**config.mk**
```make
export PLATFORM = sky130hd
export DESIGN_NAME = iq_acq_sequencer
export DESIGN_NICKNAME = d
export VERILOG_FILES = /design/src/rtl/iq_acq_sequencer.sv
export SDC_FILE = /design/constraint.sdc
export NUM_CORES = 1
export LEC_CHECK = 0
export CAP_MARGIN = 20
export CORE_MARGIN = 2
export CORE_UTILIZATION = 40
export CTS_CLUSTER_DIAMETER = 60
export DETAILED_ROUTE_END_ITERATION = 10
export GPL_ROUTABILITY_DRIVEN = 0
export GPL_TIMING_DRIVEN = 0
export PLACE_DENSITY_LB_ADDON = 0.25
export SYNTH_ARGS = -nofsm -noshare
export SYNTH_HDL_FRONTEND = slang
export SYNTH_SLANG_ARGS = --single-unit
```
**constraint.sdc**
```tcl
create_clock -name CLK -period 5.7 [get_ports CLK]
set_input_delay 1.71 -clock CLK [delete_from_list [all_inputs] [get_ports CLK]]
set_output_delay 1.71 -clock CLK [all_outputs]
set_load 0.005 [all_outputs]
```
**src/rtl/iq_acq_sequencer.sv**
```systemverilog
// IQ acquisition sequencer: start delay, decimated capture of an even word count into a
// downstream FIFO, a fixed drain flush and a one-cycle done pulse.
module iq_acq_sequencer #(
  parameter int unsigned DEC_WIDTH = 16,
  parameter int unsigned CNT_WIDTH = 16,
  parameter int unsigned DLY_WIDTH = 16,
  parameter int unsigned DRAIN_CYC = 8
) (
  input  logic                 CLK,
  input  logic                 RESET,
  input  logic                 START,
  input  logic                 ABORT,
  input  logic [DEC_WIDTH-1:0] cfg_dec_fact,
  input  logic [DLY_WIDTH-1:0] cfg_delay,
  input  logic [CNT_WIDTH-1:0] cfg_num_words,
  output logic [DEC_WIDTH-1:0] dec_fact_out,
  output logic                 dec_in_valid,
  input  logic                 dec_out_valid,
  input  logic                 fifo_full,
  output logic                 fifo_wr,
  output logic                 busy,
  output logic                 done,
  output logic                 overflow,
  output logic                 aborted,
  output logic                 cfg_err,
  output logic [CNT_WIDTH-1:0] word_cnt
);

  localparam int unsigned DrnW = (DRAIN_CYC > 1) ? $clog2(DRAIN_CYC) : 1;

  typedef enum logic [2:0] {StIdle, StDelay, StAcq, StDrain, StDone} state_e;

  state_e               state_q;
  logic [CNT_WIDTH-1:0] num_words_q;
  logic [DLY_WIDTH-1:0] dly_cnt_q;
  logic [DrnW-1:0]      drn_cnt_q;

  logic xfer;
  logic cnt_open;
  logic last_word;
  logic cfg_ok;

  assign xfer      = (state_q == StAcq) || (state_q == StDrain);
  assign cnt_open  = word_cnt < num_words_q;
  assign fifo_wr   = xfer && dec_out_valid && !fifo_full && cnt_open;
  assign last_word = fifo_wr && (word_cnt == num_words_q - 1'b1);
  // I and Q words come in pairs, so the count must be even and non-zero
  assign cfg_ok    = (cfg_dec_fact >= DEC_WIDTH'(3)) && (cfg_num_words != '0) &&
                     !cfg_num_words[0];

  always_ff @(posedge CLK or negedge RESET) begin
    if (!RESET) begin
      state_q      <= StIdle;
      num_words_q  <= '0;
      dly_cnt_q    <= '0;
      drn_cnt_q    <= '0;
      dec_fact_out <= '0;
      dec_in_valid <= 1'b0;
      busy         <= 1'b0;
      done         <= 1'b0;
      overflow     <= 1'b0;
      aborted      <= 1'b0;
      cfg_err      <= 1'b0;
      word_cnt     <= '0;
    end else begin
      done <= 1'b0;
      if (fifo_wr) begin
        word_cnt <= word_cnt + 1'b1;
      end
      if (xfer && dec_out_valid && fifo_full && cnt_open) begin
        overflow <= 1'b1;
      end

      unique case (state_q)
        StIdle: begin
          if (START && !ABORT) begin
            if (cfg_ok) begin
              dec_fact_out <= cfg_dec_fact;
              num_words_q  <= cfg_num_words;
              dly_cnt_q    <= cfg_delay;
              word_cnt     <= '0;
              overflow     <= 1'b0;
              aborted      <= 1'b0;
              cfg_err      <= 1'b0;
              busy         <= 1'b1;
              if (cfg_delay == '0) begin
                state_q      <= StAcq;
                dec_in_valid <= 1'b1;
              end else begin
                state_q <= StDelay;
              end
            end else begin
              cfg_err <= 1'b1;
            end
          end
        end
        StDelay: begin
          if (ABORT) begin
            state_q   <= StDrain;
            aborted   <= 1'b1;
            drn_cnt_q <= DrnW'(DRAIN_CYC - 1);
          end else if (dly_cnt_q == DLY_WIDTH'(1)) begin
            state_q      <= StAcq;
            dec_in_valid <= 1'b1;
          end else begin
            dly_cnt_q <= dly_cnt_q - 1'b1;
          end
        end
        StAcq: begin
          // A final word coinciding with ABORT is still written above
          if (ABORT || last_word) begin
            state_q      <= StDrain;
            dec_in_valid <= 1'b0;
            drn_cnt_q    <= DrnW'(DRAIN_CYC - 1);
            if (ABORT) begin
              aborted <= 1'b1;
            end
          end
        end
        StDrain: begin
          if (drn_cnt_q == '0) begin
            state_q <= StDone;
            done    <= 1'b1;
          end else begin
            drn_cnt_q <= drn_cnt_q - 1'b1;
          end
        end
        StDone: begin
          state_q <= StIdle;
          busy    <= 1'b0;
        end
        default: state_q <= StIdle;
      endcase
    end
  end

endmodule
```
# Yosys cells after proc, flatten, opt, wreduce, memory -nomap -nowiden
# Cells that the tools add are included.
[op_classes]
add_sub_neg = 4
magnitude_cmp = 2
eq_ne = 17
muxes = 43
n_reduce_logical = 30
[ops]
columns = ["op", "n"]
rows = [
  ["16-bit 2-to-1 mux", 8],
  ["16-bit one-hot mux with 2 select lines", 1],
  ["16-bit by 1-bit subtractor with 16-bit output (second input constant)", 2],
  ["3-bit 2-to-1 mux", 9],
  ["1-bit 2-to-1 mux", 19],
  ["16-bit by 1-bit adder with 16-bit output (second input constant)", 1],
  ["16-bit by 1-bit == test with 1-bit output (second input constant)", 1],
  ["16-bit == test", 1],
  ["16-bit by 2-bit >= comparator with 1-bit output (second input constant)", 1],
  ["16-bit logical NOT", 1],
  ["16-bit < comparator", 1],
  ["2-bit inequality test (second input constant)", 8],
  ["16-bit nonzero test", 1],
  ["3-bit one-hot mux with 4 select lines", 1],
  ["5-bit AND reduction", 2],
  ["1-bit logical AND", 9],
  ["3-bit one-hot mux with 3 select lines", 1],
  ["4-bit AND reduction", 2],
  ["7-bit AND reduction", 1],
  ["3-bit by 2-bit == test with 1-bit output (second input constant)", 2],
  ["3-bit logical NOT", 2],
  ["1-bit one-hot mux with 3 select lines", 2],
  ["3-bit AND reduction", 2],
  ["3-bit nonzero test", 2],
  ["other kinds (11)", 16],
]
[totals]
ff_bits = 76
out_inout_bits = 39
wordCells = 108

# Longest topological paths before layout
# Gate-level depths: netlist of run 1.
[depth]
word_depth = 9
depth_mapped = 12
mapped_depth_nobuf = 11

# Worst setup path after synthesis of run 1
# No wires, ideal clock.
[synth_timing]
path_kind = "in2out"
from = "input port dec_out_valid"
to = "output port fifo_wr"
arrival_ns = 2.713
path_slack_ns = 1.277
stages = 5
cell_sequence = "nor4bb_1 o21ai_1 a311oi_1 nand3_1 nor2_1"
[synth_via]
elab_chain_len = 3
[synth_lines]
columns = ["item", "line", "rtl"]
rows = [
  ["from (decl)", "18", "input logic dec_out_valid,"],
  ["1-bit logical AND (3 in series)", "45", "assign fifo_wr = xfer && dec_out_valid && !fifo_full && cnt_open;"],
  ["to (decl)", "20", "output logic fifo_wr,"],
]
# Every way passes these cells.

# Final worst setup path of run 1
# Same ends and word-level chain as after synthesis.

==> flow_summary.ini, run 1 <==
[die]
rows = 39
die_area_um2 = 12300
start_util_pct = 40.5
pin_count = 93
die_h_um = 111
die_width_um = 111
coreArea_um2 = 11300

[finish]
final_common_cell = nand2_1
layout-drive-gt1-share_pct = 5.20
area_growth_pct = 33.3
multiInputGateArea_um2 = 2490
design_area_um2 = 6110
final_core_util_pct = 54.0
diodes = 0
mostFrequentLayoutCells = 93 x nand2_1, 90 x clkdlybuf4s50_1, 76 x dfrtp_1, 55 x nor2_1, 30 x o21ai_0
finalNetCount = 725
nFillCells = 1058
regArea_um2 = 1900

[sta]
setup_tns_ns = 0
tightestPinTransition_ns = 1.00
relSlewSlack_pct = 32.6
finalMaxSlewViolations = 0
clock.fmax_mhz = 180
period_minus_slack_ns = 5.55
clock_skew_ns = 0.00974
hold_viol = 0
layout_worst_path_cycle_share_pct = 97.4
rsz0062_at_grt = no
setup-violations-final = 0

[power_and_ir_drop]
power_leakage_nw = 2.66
p_per_area_nw_per_um2 = 444
peakVddDrop_mv = 0.199
power_w = 0.00271

[setup_path]
cp-endpoint = fifo_wr
slowest_stage = clkdlybuf4s50_1
r2r-start = num_words_q[0]
path_class = primary input to primary output
reg2reg_depth = 12
critPathMaxFanout = 6
crit_path_start = dec_out_valid
critPathArrivalTime_ns = 3.84
worstSetupStartpointType = primary input
crit_top_cell = clkdlybuf4s50_1
r2r_end = drn_cnt_q[1]
cp.required_ns = 3.99
crit_path_end_kind = primary output
path_cells = clkdlybuf4s50_1, nor4bb_2, o21ai_1, a311oi_1, nand3_2, nor2_4, clkdlybuf4s50_1
critPathMaxStageDelay_ns = 0.52
r2r_slack_ns = 2.09

[cts]
clk_pin_slew_ns = 0.06
insertion_delay_ns = 0.35
cts_tree = built
htree_levels = 3
cts_max_path_buffers = 2
cts_sinks = 76
cts_root_buf = clkbuf_16
numCtsBuffers = 9
postCtsHoldBufs = 0

[route]
viasPerCell = 5.49
num_vias = 4376
drc = 0
drtIter0Drc = 270
drtPass1Iterations = 5
final_antenna_net_count = 0
wl_per_cell_um = 16.5
wl_um = 13200

[yosys]
avgSynthCellArea_um2 = 8.44
yosysTopAreaCell = dfrtp_1
synth_nets = 619
syn_area_um2 = 4580
synth_ff_type = dfrtp_1
postSynthCellCount = 543
async_flop_share_pct = 100
synth-seq-cells = 76
yosysSeqAreaShare_pct = 41.5
ys_types = 55
synth-edff-count = 0
yosysWarnings = 0
synth_area_leaders = dfrtp_1 41%, nand2_1 7.6%, ha_1 6.0%
synth_top_area_share_pct = 41.5

[placed_design]
port_buffers = 91
dp_hpwl_um = 9850
place_area_um2 = 5700

[global_routing]
grt_pass1_vias = 4384
antenna_found_initial = 0
grt_remaining_overflow = 0
grt_pass1_wl_um = 21900
grt_max_degree = 58
grtUsageTotal_pct = 21.9

[min_path]
hp-class = register to register

[job]
drv_cap = 0

[run_status]
status = completed
-- cells by family (layout without fill, tap and decap cells) --
kind of cell             Yosys count  in the layout  synth area share (%)
AND/OR/NAND/NOR                  242            242                  25.6
AO/OA/AOI/OAI                    105            105                  13.7
flip-flops                        76             76                  41.5
buffers and inverters             55            166                  4.59
XOR/XNOR                          35             35                  6.69
adder cells (fa/ha/maj)           22             22                  6.01
multiplexers                       8              8                  1.88
-- sequential cells by signal (all words and copies together) (netlist names), 3 cells and up --
name,count
dly_cnt_q,16
dec_fact_out,16
state_q,3
num_words_q,16
word_cnt,16
drn_cnt_q,3
-- Yosys cell counts, types with 2 or more instances --
| cell type | count |
|---|---|
| a22oi_1 | 6 |
| nor2_1 | 56 |
| and3_1 | 6 |
| nor3_1 | 17 |
| a41oi_1 | 4 |
| clkbuf_1 | 26 |
| or3_1 | 4 |
| a21o_1 | 2 |
| nand4_1 | 12 |
| xor2_1 | 19 |
| nor4b_4 | 2 |
| dfrtp_1 | 76 |
| or4_1 | 3 |
| nor4b_1 | 3 |
| o21ai_1 | 14 |
| xnor2_1 | 16 |
| o22ai_1 | 3 |
| nand3_1 | 18 |
| nand2_1 | 93 |
| nor4_1 | 15 |
| a211oi_1 | 3 |
| a31oi_1 | 3 |
| inv_1 | 27 |
| a311oi_1 | 2 |
| o31ai_1 | 2 |
| a21oi_1 | 26 |
| mux2i_1 | 6 |
| ha_1 | 22 |
| o21ai_0 | 30 |
| or2_2 | 2 |
-- per-layer routing --
metal  vias up  GRT usage [%]  part of all wire, %
li1       2121              -                    -
met3        20           4.43                  5.6
met2       140           36.2                   49
met5         -              0                    0
met4         0           7.08                  1.8
met1      2095           29.0                   43
-- per-stage QoR --
| stage | hold slack (ns) | cells | setup slack [ns] |
|---|---|---|---|
| floorplan | 0.451 | 543 | 1.28 |
| detailed placement | 0.461 | 778 | -0.232 |
| finish | 0.471 | 797 | 0.150 |
| global route | 0.504 | 797 | 0.0168 |
| CTS | 0.479 | 794 | 0.0500 |
| global placement | 0.458 | 777 | -0.207 |
-- critical path, delay by kind of cell --
kind,cells,cell delay (ns)
AO/OA/AOI/OAI,2,0.43
buffers and inverters,2,0.98
AND/OR/NAND/NOR,3,0.71
-- timing repair --
item,in CTS,in global routing
gates resized for setup,3,1
endpoints found under the setup margin,1,1
buffers inserted,0,3
pin swaps,0,1
endpoints found under the hold margin,0,0
-- cell type report --
class,count,area share [%]
plain buffers,28,1.78
clock inverters,3,1.47
clock buffers,13,4.59
multi-input cells,412,40.8
well taps,143,2.93
repair buffers,95,15.7
inverters,27,1.66
flip-flops and latches,76,31.1
-- report_power, final --
| group | internal (W) | switching (W) |
|---|---|---|
| clock | 0.000476 | 0.000233 |
| sequential | 0.000748 | 0.000204 |
| combinational | 0.000510 | 0.000538 |
| total | 0.00173 | 0.000975 |
-- worst min-delay path by stage --
stage / start / to / depth (start not counted) / slack (ns)
floorplan: drn_cnt_q[0] / drn_cnt_q[0] / 1 / 0.45
global placement: dec_fact_out[8] / dec_fact_out[8] / 2 / 0.46
detailed placement: dec_fact_out[13] / dec_fact_out[13] / 2 / 0.46
CTS: dec_fact_out[4] / dec_fact_out[4] / 2 / 0.48
global route: dec_fact_out[13] / dec_fact_out[13] / 2 / 0.50
finish: dec_fact_out[4] / dec_fact_out[4] / 2 / 0.47
Note: power is estimated with default switching activity, not from simulation.
==> inputs of run 2 (changes only) <==
Settings changed: GPL_ROUTABILITY_DRIVEN 0 to unset, HOLD_SLACK_MARGIN set to 0.05.
==> run 2 against run 1 <==
Setup slack improved by 0.019 ns. Sequential share of layout area grew 0.47 points. Combinational power barely moved. Wire length fell by 0.25%. Clock skew down 0.0026 ns. Final cell count is 0.38% lower. First-iteration DRC count is 24% lower. Via count decreased by 0.30%. Clock power decreased by 17%. Clock-buffer cell count is 3 lower. Die area unchanged. Core utilization decreased by 0.81 points. Critical endpoint unchanged.
==> flow_summary.ini, run 2 (synthesized netlist as in run 1, its figures left out) <==
[setup_path]
r2r_slack_ns = 2.09
path_class = primary input to primary output
reg2reg_depth = 12
r2r_end = drn_cnt_q[1]
cp.required_ns = 3.99
critPathMaxFanout = 7
worstSetupStartpointType = primary input
critPathArrivalTime_ns = 3.82
crit_path_end_kind = primary output
r2r-start = num_words_q[1]
crit_path_start = dec_out_valid

[finish]
area_growth_pct = 31.3
fin_cells = 794
layout-drive-gt1-share_pct = 4.92
nFillCells = 1056
finalNetCount = 722
mostFrequentLayoutCells = 93 x nand2_1, 90 x clkdlybuf4s50_1, 76 x dfrtp_1, 55 x nor2_1, 30 x o21ai_0
final_common_cell = nand2_1
design_area_um2 = 6020
diodes = 0

[global_routing]
antenna_found_initial = 0
grt_remaining_overflow = 0
grtUsageTotal_pct = 21.6
grt_max_degree = 40
grt_pass1_wl_um = 21300
grt_pass1_vias = 4222

[die]
die_width_um = 111
die_area_um2 = 12300
rows = 39
coreArea_um2 = 11300
start_util_pct = 40.5
die_h_um = 111
pin_count = 93

[cts]
insertion_delay_ns = 0.35
cts_sinks = 76
postCtsHoldBufs = 0
cts_root_buf = clkbuf_16
clk_pin_slew_ns = 0.06
numCtsBuffers = 9
cts_tree = built
htree_levels = 3
post-cts-setup-buffers = 0
cts_max_path_buffers = 2

[sta]
period_minus_slack_ns = 5.53
hold_viol = 0
relSlewSlack_pct = 28.4
clock_skew_ns = 0.00711
rsz0062_at_grt = no
tightestPinTransition_ns = 1.07
layout_worst_path_cycle_share_pct = 97.0
clock.fmax_mhz = 181
layout_setup_ws_ns = 0.169
finalMaxSlewViolations = 0
setup-violations-final = 0

[route]
wl_per_cell_um = 16.5
wl_um = 13100
final_antenna_net_count = 0
viasPerCell = 5.49
drtPass1Iterations = 5
drc = 0
num_vias = 4363
drtIter0Drc = 206

[power_and_ir_drop]
power_leakage_nw = 2.60
peakVddDrop_mv = 0.230
p_per_area_nw_per_um2 = 431

[min_path]
holdPathStages = 1
hold_end = drn_cnt_q[0]
hp-class = register to register
worstHoldStart = drn_cnt_q[0]

[placed_design]
gp_congestion = 0.904
port_buffers = 91
dp_hpwl_um = 10000
dp.cells = 778
dp_slack_ns = -0.279
place_area_um2 = 5690

[run_status]
status = completed

[job]
drv_cap = 0
## run 2: where the power goes
part / internal [W] / switching (W)
clock: 0.000350 / 0.000241
sequential: 0.000748 / 0.000207
combinational: 0.000506 / 0.000541
## run 2: worst max-delay path by stage
stage,slack [ns],end,cells after the start
floorplan,1.28,fifo_wr,5
global placement,-0.27,fifo_wr,7
detailed placement,-0.28,fifo_wr,7
CTS,0.007,fifo_wr,7
global route,0.02,fifo_wr,7
finish,0.17,fifo_wr,7
## run 2: metal layers
metal / track usage (%) / vias up / wire length (um)
met5: 0 / - / 0
met2: 35.6 / 133 / 6280
met4: 8.97 / 0 / 331
met3: 3.39 / 26 / 671
li1: - / 2106 / -
met1: 28.4 / 2098 / 5850
## run 2: repair_timing
action	CTS	global route
resized for setup	3	2
pin swaps	0	0
setup endpoints to repair	1	1
## run 2: per-stage QoR
stage | TNS [ns] | hold WS, ns | utilization (%) | total power, W
finish | 0 | 0.473 | 53.2 | 0.00259
global route | 0 | 0.504 | 53.2 | 0.00278
CTS | 0 | 0.474 | 53.1 | 0.00259
detailed placement | -0.279 | 0.463 | 50.3 | 0.00199
global placement | -0.272 | 0.460 | 50.1 | 0.00195
floorplan | 0 | 0.451 | - | 0.00156
## run 2: cell type report
class	instances	area, um^2	area share (%)
Tap cell	143	179	2.97
Inverter	27	101	1.68
Clock inverter	6	63.8	1.06
Clock buffer	10	239	3.97
Multi-Input combinational cell	412	2500	41.5
Sequential cell	76	1900	31.6
Timing Repair Buffer	92	928	15.4
Buffer	28	109	1.81
## run 2: critical path, cell delays in order
cell             delay [ns]
clkdlybuf4s50_1        0.46
nor4bb_2               0.27
o21ai_1                0.13
a311oi_2               0.31
nand3_2                0.20
nor2_4                 0.21
clkdlybuf4s50_1        0.54
==> inputs of run 3 (changes only) <==
--- a/config.mk
+++ b/config.mk
@@ -8,5 +8,5 @@
 export CAP_MARGIN = 20
 export CORE_MARGIN = 2
-export CORE_UTILIZATION = 40
+export CORE_UTILIZATION = 46
 export CTS_CLUSTER_DIAMETER = 60
 export DETAILED_ROUTE_END_ITERATION = 10
==> constraint.sdc (replaced) <==
create_clock -name CLK -period 5.7 [get_ports CLK]
set_input_delay 1.71 -clock CLK [delete_from_list [all_inputs] [get_ports CLK]]
set_output_delay 1.71 -clock CLK [all_outputs]
set_load 0.05 [all_outputs]
==> run 3 against run 2 <==
Core utilization grew 7.9 points. Global-route usage grew 2.4 points. Via count shrank 1.4%. First-iteration DRC count shrank 13%. Highest routed layer unchanged. Die area shrank 13%. Wire length shrank 3.6%. Total power grew 7.5%. Clock power shrank 13%. Worst hold slack gained 0.0013 ns. Combinational power grew 26%.
==> flow_summary.ini, run 3 (synthesized netlist as in run 1, its figures left out) <==
[route]
drc = 0
num_vias = 4303
final_antenna_net_count = 0
drtPass1Iterations = 4
viasPerCell = 5.49
wl_per_cell_um = 16.2
wl_um = 12700
drtIter0Drc = 179

[sta]
clock.fmax_mhz = 182
finalMaxSlewViolations = 0
hold_viol = 0
clock_skew_ns = 0.0106
tightestPinTransition_ns = 0.961
hold_slack_ns = 0.474
layout_worst_path_cycle_share_pct = 96.5
rsz0062_at_grt = no
period_minus_slack_ns = 5.50
relSlewSlack_pct = 35.4
setup-violations-final = 0

[die]
rows = 36
die_h_um = 104
die_width_um = 104
start_util_pct = 47.1
die_area_um2 = 10800
coreArea_um2 = 9730
pin_count = 93

[power_and_ir_drop]
power_w = 0.00279
p_per_area_nw_per_um2 = 469
peakVddDrop_mv = 0.300
power_leakage_nw = 2.57

[global_routing]
grt_pass1_vias = 4229
grt_remaining_overflow = 0
grtUsageTotal_pct = 24.0
grt_max_degree = 53
grt_pass1_wl_um = 20900
antenna_found_initial = 0

[placed_design]
gp_congestion = 0.905
place_area_um2 = 5690
dp_hpwl_um = 9650
port_buffers = 91
dp.cells = 768

[cts]
cts_max_path_buffers = 2
insertion_delay_ns = 0.35
cts_sinks = 76
numCtsBuffers = 9
htree_levels = 3
post-cts-setup-buffers = 0
cts_tree = built
cts_root_buf = clkbuf_8
clk_pin_slew_ns = 0.08

[min_path]
hp-class = register to register
hold_end = drn_cnt_q[0]
worstHoldStart = drn_cnt_q[0]
holdPathStages = 1

[finish]
design_area_um2 = 5940
area_growth_pct = 29.6
fin_cells = 784
nFillCells = 896
final_core_util_pct = 61.1
finalNetCount = 722
layout-drive-gt1-share_pct = 4.61
diodes = 0
final_common_cell = nand2_1
mostFrequentLayoutCells = 93 x nand2_1, 89 x clkdlybuf4s50_1, 76 x dfrtp_1, 55 x nor2_1, 30 x o21ai_0

[setup_path]
cp_top_family = buffers and inverters
path_buf_inv = 2
critPathMaxStageDelay_ns = 0.46
r2r-start = num_words_q[1]
critPathMaxFanout = 7
path_class = primary input to primary output
reg2reg_depth = 12
path_cells = clkdlybuf4s50_1, nor4bb_1, o21ai_1, a311oi_1, nand3_1, nor2_4, clkdlybuf4s15_2
worstSetupStartpointType = primary input
critPathArrivalTime_ns = 3.79
crit_path_end_kind = primary output
r2r_end = drn_cnt_q[1]
r2r_slack_ns = 2.11
cp.required_ns = 3.99
slowest_stage = clkdlybuf4s50_1

[run_status]
status = completed

[job]
drv_cap = 0
run 3: metrics by stage:
step	setup WS (ns)	setup TNS, ns
floorplan	0.731	0
global placement	-0.460	-0.460
detailed placement	-0.435	-0.435
CTS	0.00871	0
global route	0.0393	0
finish	0.200	0
run 3: power breakdown:
part           internal, W  switching, W  total, W
sequential        0.000747      0.000201  0.000947
combinational     0.000504      0.000820   0.00132
clock             0.000294      0.000223  0.000517
total              0.00154       0.00124   0.00279
run 3: area by class of cell:
cell class                      instances  area [um^2]  area share (%)
Multi-Input combinational cell        412         2480            41.7
Inverter                               27          101            1.71
Timing Repair Buffer                   92          937            15.8
Tap cell                              133          166            2.80
Buffer                                 28          109            1.83
Clock buffer                            9          124            2.08
Sequential cell                        76         1900            32.0
Clock inverter                          7          124            2.08
run 3: worst max-delay path by stage:
stage               cells after the start      end  slack [ns]     startpoint
floorplan                               5  fifo_wr        0.73  dec_out_valid
global placement                        7  fifo_wr       -0.46  dec_out_valid
detailed placement                      7  fifo_wr       -0.43  dec_out_valid
CTS                                     7  fifo_wr       0.009  dec_out_valid
global route                            7  fifo_wr        0.04  dec_out_valid
finish                                  7  fifo_wr        0.20  dec_out_valid
run 3: layer usage:
layer	up-vias	routed length (um)	GRT usage [%]
li1	2105	-	-
met4	0	178	7.05
met5	-	0	0
met3	12	466	3.08
met1	2078	5690	31.2
met2	108	6330	41.8
run 3: timing repair:
action                                 CTS  global route
setup endpoints to repair                1             1
hold buffers                             0             0
endpoints found under the hold margin    0             0
resized for setup                        3             2
